### config.mk
export PLATFORM = sky130hd
export DESIGN_NAME = osc_clkgen_mc
export DESIGN_NICKNAME = d
export VERILOG_FILES = /design/src/rtl/osc_clkgen_mc.sv
export SDC_FILE = /design/constraint.sdc
export NUM_CORES = 1
export LEC_CHECK = 0
export CAP_MARGIN = 20
export CORE_MARGIN = 2
export CORE_UTILIZATION = 45
export DETAILED_ROUTE_END_ITERATION = 12
export PLACE_DENSITY_LB_ADDON = 0.05
export SYNTH_ARGS = -nofsm -noshare
export SYNTH_HDL_FRONTEND = slang
export SYNTH_SLANG_ARGS = --single-unit
### constraint.sdc
create_clock -name clk -period 8.75 [get_ports clk]
set_input_delay 1.3125 -clock clk [delete_from_list [all_inputs] [get_ports clk]]
set_output_delay 1.3125 -clock clk [all_outputs]
set_load 0.01 [all_outputs]
### src/rtl/osc_clkgen_mc.sv
`default_nettype none
// ============================================================================
// Module      : osc_clkgen_mc
// Description : Multi-channel programmable clock-enable generator. Each
//               channel divides the fabric clock by a runtime-programmable
//               divisor and produces a one-cycle tick strobe plus a 50% duty
//               square wave. Divisor changes on a running channel wait for a
//               terminal count so no period is ever truncated. A global sync
//               pulse restarts every running channel phase-aligned.
// Revision    : 1.0 - initial release
// ============================================================================
module osc_clkgen_mc #(
    parameter int NUM_CH      = 4,
    parameter int DIV_WIDTH   = 16,
    parameter int DEFAULT_DIV = 50,
    parameter int CH_SEL_W    = 4
) (
    input  logic                 clk,
    input  logic                 reset,
    input  logic [NUM_CH-1:0]    en,
    input  logic                 sync,
    input  logic                 wr_en,
    input  logic [CH_SEL_W-1:0]  wr_ch,
    input  logic [DIV_WIDTH-1:0] wr_div,
    output logic [NUM_CH-1:0]    tick,
    output logic [NUM_CH-1:0]    sq,
    output logic [NUM_CH-1:0]    pending
);

    localparam logic [DIV_WIDTH-1:0] DEF_DIV = DIV_WIDTH'(DEFAULT_DIV);

    // Reload value for the down-counter: a divisor of 0 behaves as 1,
    // so both 0 and 1 reload to 0 (terminal count every cycle).
    function automatic logic [DIV_WIDTH-1:0] eff_m1(input logic [DIV_WIDTH-1:0] d);
        return (d == '0) ? '0 : d - 1'b1;
    endfunction

    for (genvar i = 0; i < NUM_CH; i++) begin : g_ch
        logic [DIV_WIDTH-1:0] div_act;
        logic [DIV_WIDTH-1:0] div_pend;
        logic                 pend;
        logic [DIV_WIDTH-1:0] cnt;
        logic                 tick_q;
        logic                 sq_q;
        logic                 sel;
        logic [DIV_WIDTH-1:0] reload_div;

        // Write addressed to this channel; out-of-range channel numbers
        // never match any generated index, so they are ignored naturally.
        assign sel        = wr_en && (wr_ch == CH_SEL_W'(i));
        // Divisor that takes effect at the next reload point
        // (the value pending before this edge's write, if any).
        assign reload_div = pend ? div_pend : div_act;

        // Per-channel divider: reset, idle, sync, terminal count, count down.
        always_ff @(posedge clk) begin
            if (reset) begin
                div_act  <= DEF_DIV;
                div_pend <= '0;
                pend     <= 1'b0;
                cnt      <= eff_m1(DEF_DIV);
                tick_q   <= 1'b0;
                sq_q     <= 1'b0;
            end else if (!en[i]) begin
                // Idle: hold a full period ready so restart is clean.
                tick_q <= 1'b0;
                sq_q   <= 1'b0;
                pend   <= 1'b0;
                if (sel) begin
                    div_act <= wr_div;
                    cnt     <= eff_m1(wr_div);
                end else begin
                    div_act <= reload_div;
                    cnt     <= eff_m1(reload_div);
                end
            end else begin
                if (sync) begin
                    div_act <= reload_div;
                    pend    <= 1'b0;
                    cnt     <= eff_m1(reload_div);
                    tick_q  <= 1'b0;
                    sq_q    <= 1'b0;
                end else if (cnt == '0) begin
                    tick_q  <= 1'b1;
                    sq_q    <= ~sq_q;
                    div_act <= reload_div;
                    pend    <= 1'b0;
                    cnt     <= eff_m1(reload_div);
                end else begin
                    cnt    <= cnt - 1'b1;
                    tick_q <= 1'b0;
                end
                // A write on a running channel always becomes pending, even
                // on a reload edge: the reload above used the older value.
                if (sel) begin
                    div_pend <= wr_div;
                    pend     <= 1'b1;
                end
            end
        end

        assign tick[i]    = tick_q;
        assign sq[i]      = sq_q;
        assign pending[i] = pend;
    end

endmodule
`default_nettype wire

## Word-level counts from Yosys, hierarchy flattened

Cells that the tools add are included.
Widths: inputs -> output; s select.

- Eq/ne operators: 7
- Reduce and logical (&&, ||, !) cells: 30
- Bitwise gates (word level): 8
- Add/sub/neg operators: 9
- Multiplexer cells: 57

Operators with widths:

| cell | count |
|---|---|
| $mux 16 | 41 |
| $logic_not 16->1 | 9 |
| $sub 16x1->16 const B | 9 |
| $mux 1 | 16 |
| $ne 3x1->1 const B | 4 |
| $reduce_bool 3->1 | 4 |
| $reduce_or 3->1 | 4 |
| $eq 4x2->1 const B | 2 |
| $not 1->1 | 8 |
| $reduce_and 2->1 | 4 |
| $reduce_or 2->1 | 4 |
| $eq 4x1->1 const B | 1 |
| $logic_and 1x1->1 | 4 |
| $logic_not 4->1 | 1 |

- Register bits after elaboration: 204
- Bits of input ports: 28
- Output and inout bits: 12
- Logic and storage cells: 135

## Logic depth before layout (Yosys ltp)

- Word-level depth: 6
- Gate-level depth with buffers: 12
- Gate-level depth less buffers: 8

## Worst setup path after synthesis

No wires, ideal clock.

- Path kind: reg-to-reg
- From: register g_ch[2].pend
- To: register g_ch[2].cnt[10]
- Path slack: 5.054 ns
- Path buffers: 3
- Library setup time: 0.128 ns
- Cell stages (with the launch flop): 12
- Clock period less this slack: 3.696 ns
- Required time: 8.622 ns
- Data arrival time: 3.569 ns
- Cells stage by stage: dfxtp_1 -> buf_2 -> buf_1 -> buf_1 -> mux2i_1 -> ha_1 -> or4b_2 -> a21o_1 -> nor4_2 -> nor3_2 -> a222oi_1 -> nor2_1

- Longest elaborated chain between the ends: 6
- Elaborated cells on any way between the ends: 8
- Classes of those cells: 1 x add/sub; 6 x mux; 1 x reduce/logical

RTL lines:

| what | RTL line | RTL |
|---|---|---|
| start, declared | 41 | `logic pend;` |
| start signal, assigned | 60 | `pend <= 1'b0;` |
| start signal, assigned | 68 | `pend <= 1'b0;` |
| start signal, assigned | 79 | `pend <= 1'b0;` |
| $mux 16 * | 53 | `assign reload_div = pend ? div_pend : div_act;` |
| $sub 16x1->16 or $logic_not 16->1 (tied branches) | 35 | `return (d == '0) ? '0 : d - 1'b1;` |
| $mux 16 * | 35 |  |
| $mux 16 | 83 | `end else if (cnt == '0) begin` |
| $mux 16 | 77 | `if (sync) begin` |
| $mux 16 * | 64 | `end else if (!en[i]) begin` |
| end signal, assigned | 71 | `cnt <= eff_m1(wr_div);` |
| end signal, assigned | 80 | `cnt <= eff_m1(reload_div);` |
| end signal, assigned | 88 | `cnt <= eff_m1(reload_div);` |
| end, declared | 42 | `logic [DIV_WIDTH-1:0] cnt;` |

Mark *: on every way between the ends. The rest lies on a longest branch, timed or not.
A chain may end at the register's enable or synchronous reset.

## Final worst setup path

- From: input port wr_div[3]
- To: register g_ch[2].cnt[15]

- Longest elaborated chain between the ends: 4
- Elaborated cells on any way between the ends: 5
- Classes of those cells: 1 x add/sub; 3 x mux; 1 x reduce/logical

RTL lines:

| what | RTL line | RTL |
|---|---|---|
| start, declared | 24 | `input logic [DIV_WIDTH-1:0] wr_div,` |
| $sub 16x1->16 or $logic_not 16->1 (tied branches) | 35 |  |
| $mux 16 * | 35 |  |
| $mux 16 * | 69 | `if (sel) begin` |
| $mux 16 * | 64 |  |
| end signal, assigned | 61 | `cnt <= eff_m1(DEF_DIV);` |
| end signal, assigned | 71 |  |
| end signal, assigned | 74 | `cnt <= eff_m1(reload_div);` |

Marked as above.

==> metrics.md <==
| Metric | Value |
|---|---|
| Status | finished, final reports clean |
| Clock Tree Root | clkbuf_16 |
| GRT Residual Overflow | 0 |
| H-tree depth | 1 |
| CP max FO | 12 |
| 1st-iter DRT viols | 1,090 |
| Leak Pwr | 5.04 nW |
| Largest stage delay on the critical path | 0.87 ns |
| Clock skew | 0.0108 ns |
| Critical path arrival | 4.75 ns |
| Worst Path Required | 9.13 ns |
| Worst R2R Setup Slack | 4.96 ns |
| First-pass GRT wire length | 62,100 microns |
| Initial Util | 45.5% |
| Die ar. | 29,300 sq um |
| Commonest cells after routing, fill and taps aside | nor2_1, dfxtp_1, nand2_1, a21oi_1, mux2i_1 |
| Share of cells above drive strength 1 | 7.18% |
| Register Area | 4090 sq um |
| Synth Area per Inst | 7.83 sq um |
| P&R area growth vs syn | 10.5% |
| Final hold viol count | 0 |
| Switching Power | 0.000597 W |
| Internal Power | 0.00160 W |
| CTS tree | yes |
| Critical path, cell by cell | clkdlybuf4s50_1, nor4_1, nand4_1, nor4b_1, mux2i_1, a2bb2oi_1, o2111ai_1 |
| Post-synthesis cell count | 1,606 |
| Largest net degree at the start of global routing | 96 |
| Die height | 171 microns |
| I/O pin total | 40 |
| Switching part of the total power | 27.2% |
| Post-synthesis cell area | 12,600 sq um |
| Fmax | 0.229 GHz |
| Max-cap violations | 0 |
| GR Util All Layers | 27.0% |
| Antenna diode count | 0 |
| EDFF count, synth | 0 |
| Worst vdd ir | 0.000114 V |
| Core box area | 27,600 sq um |
| Syn_nets | 1,648 |
| TritonCTS buffer count | 25 |
| Fin. max-slew vios | 0 |
| Vias | 11,700 |
| Clock slew at the register clock pins of the worst setup and hold paths | 0.06 ns |
| Post-DP HPWL | 26,000 microns |
| Latest clock arrival within the worst-skew pair | 0.54 ns |
| DRC violations left | 0 |
| Pwr per Cell Area | 158 nW/um^2 |
| Worst Min Path Start | g_ch[1].div_pend[15] |
| Clock sink total | 204 |
| Placer Congestion | 0.875 |
| FP Rows | 61 |
| Flop pwr share | 43.9% |
| Maximum root-to-sink buffer count | 3 |
| Area of the multi-input gates | 7860 sq um |
| WL final | 40,000 microns |
| Slowest CP cell | mux2i_1 |
| Setup crit start kind | primary input |
| Most common cell after layout, fill and taps aside | nor2_1 |
| Synthesis warning total | 0 |
| Worst setup path startpoint | wr_div[3] |
| Number of fill cells | 2,819 |
| PortBufs | 39 |
| CTS Hold Bufs | 0 |
| Gate power share | 11.1% |
| Post-CTS Resized | 0 |
| Final Cycle Share | 50.0% |
| Fin crit period | 4.37 ns |
| Rel. slew slack | 27.5% |
| Count of TritonRoute iterations in the first routing pass | 7 |
| Clock power share | 45.0% |
| Reg2reg start | g_ch[2].pend |
| # setup viols final | 0 |
| Final core occ | 50.3% |
| CP Capture Type | flop |
| Post-synthesis sequential area ratio | 32.5% |
| Setup Buffers After CTS | 0 |
| Async SR Flop Fraction | 0% |
| Worst-Margin Slew | 1.06 ns |
| Yosys reg bits | 204 |
| Final ANT Viol Nets | 0 |
| Die Width | 171 microns |
| Via-to-Cell Ratio | 5.93 |
| Setup_tns | 0 ns |
| Top FF cell, synth | dfxtp_1 |
| Drt wl/cell | 20.3 microns |
| Distinct cells, synth | 72 |
| Unrepaired setup endpoints after global routing | no |
| Vias in the first global route | 10,800 |
| HP Class | reg2reg |
| Initial antenna violation count | 0 |
| Nets | 1,612 |
| Crit Path Class | in2reg |
==> stage by stage <==
step	cells	area (sq um)	power [W]	hold WS [ns]	setup WS, ns
4_1_cts	1964	13900	0.00221	0.454	4.44
2_1_floorplan	1606	12600	0.00114	0.431	5.05
3_5_place_dp	1919	13100	0.00123	0.447	3.89
6_report	1966	13900	0.00220	0.455	4.38
5_1_grt	1966	13900	0.00228	0.476	4.24
3_3_place_gp	1917	13100	0.00122	0.437	3.94
==> worst paths after layout <==
kind	end	depth (start not counted)
setup / recovery	g_ch[2].cnt[15]	7
hold / removal	g_ch[1].div_pend[15]	2
setup reg to reg	g_ch[2].cnt[12]	9
hold reg to reg	g_ch[1].div_pend[15]	2
==> final cells by class <==
cell class	count	share of cell area [%]
sequential	204	29.4
timing repair buffer	68	4.47
clock inverter	11	0.612
tap	378	3.40
inverter	26	0.702
multi-input combinational	1245	56.5
clock buffer	34	4.89
==> cells by family after synthesis <==
group                      after synthesis  synth area share (%)
AOI/OAI and AO/OA                      365                  18.7
buffers and inverters                  157                  5.20
and+or+nand+nor                        651                  26.0
DFF                                    204                  32.5
xor gates and xnor gates               106                  7.38
adders and majority gates               14                  1.39
muxes                                  109                  8.82
==> synth_stat cells (6+ instances only) <==
library cell,count,area [sq um]
a211o_1,10,87.6
a211oi_1,28,210
a21oi_1,130,651
a221oi_1,15,131
a22oi_1,15,113
a2bb2oi_1,7,61.3
a31oi_1,13,81.3
and2_1,7,43.8
and3_1,7,43.8
buf_1,8,30.0
buf_2,15,75.1
buf_4,12,90.1
clkbuf_1,95,357
dfxtp_1,204,4080
ha_1,14,175
inv_1,26,97.6
mux2_2,15,169
mux2i_1,94,941
nand2_1,146,548
nand2b_1,11,68.8
nand3_1,55,275
nand3b_1,7,52.6
nand4_1,6,37.5
nor2_1,204,766
nor2b_1,6,37.5
nor3_1,68,340
nor3b_1,35,263
nor4_1,22,138
nor4b_1,12,105
o211ai_1,31,233
o21ai_0,40,200
o22ai_1,31,194
or3_1,14,87.6
or3b_2,9,78.8
or4_1,15,113
xnor2_1,59,517
xor2_1,47,412
==> state kept, by name, indices dropped and copies added (netlist names) <==
register	cells
g_ch.div_pend	64
g_ch.tick_q	4
g_ch.sq_q	4
g_ch.cnt	64
g_ch.pend	4
g_ch.div_act	64
==> metal layers <==
layer  routed length, microns  global-route usage, %  vias up
met2                    17200                   41.5      349
met4                      890                   7.04        0
met3                     2520                   3.93       72
met5                        0                      0        -
met1                    19400                   39.6     5528
li1                         -                      -     5719
==> critical path: cells and delay by family <==
family	cells	cell delay [ns]
AOI/OAI and AO/OA	2	0.38
buffers and inverters	1	0.80
muxes	1	0.87
and+or+nand+nor	3	1.38
==> power groups by stage <==
stage	clock network [W]	logic [W]	registers, W
global route	0.00105	0.000264	0.000968
floorplan	0	0.000157	0.000981
detailed placement	0	0.000239	0.000986
global placement	0	0.000239	0.000986
finish	0.000989	0.000244	0.000966
CTS	0.00101	0.000241	0.000966
Note: power is estimated with default switching activity, not from simulation.
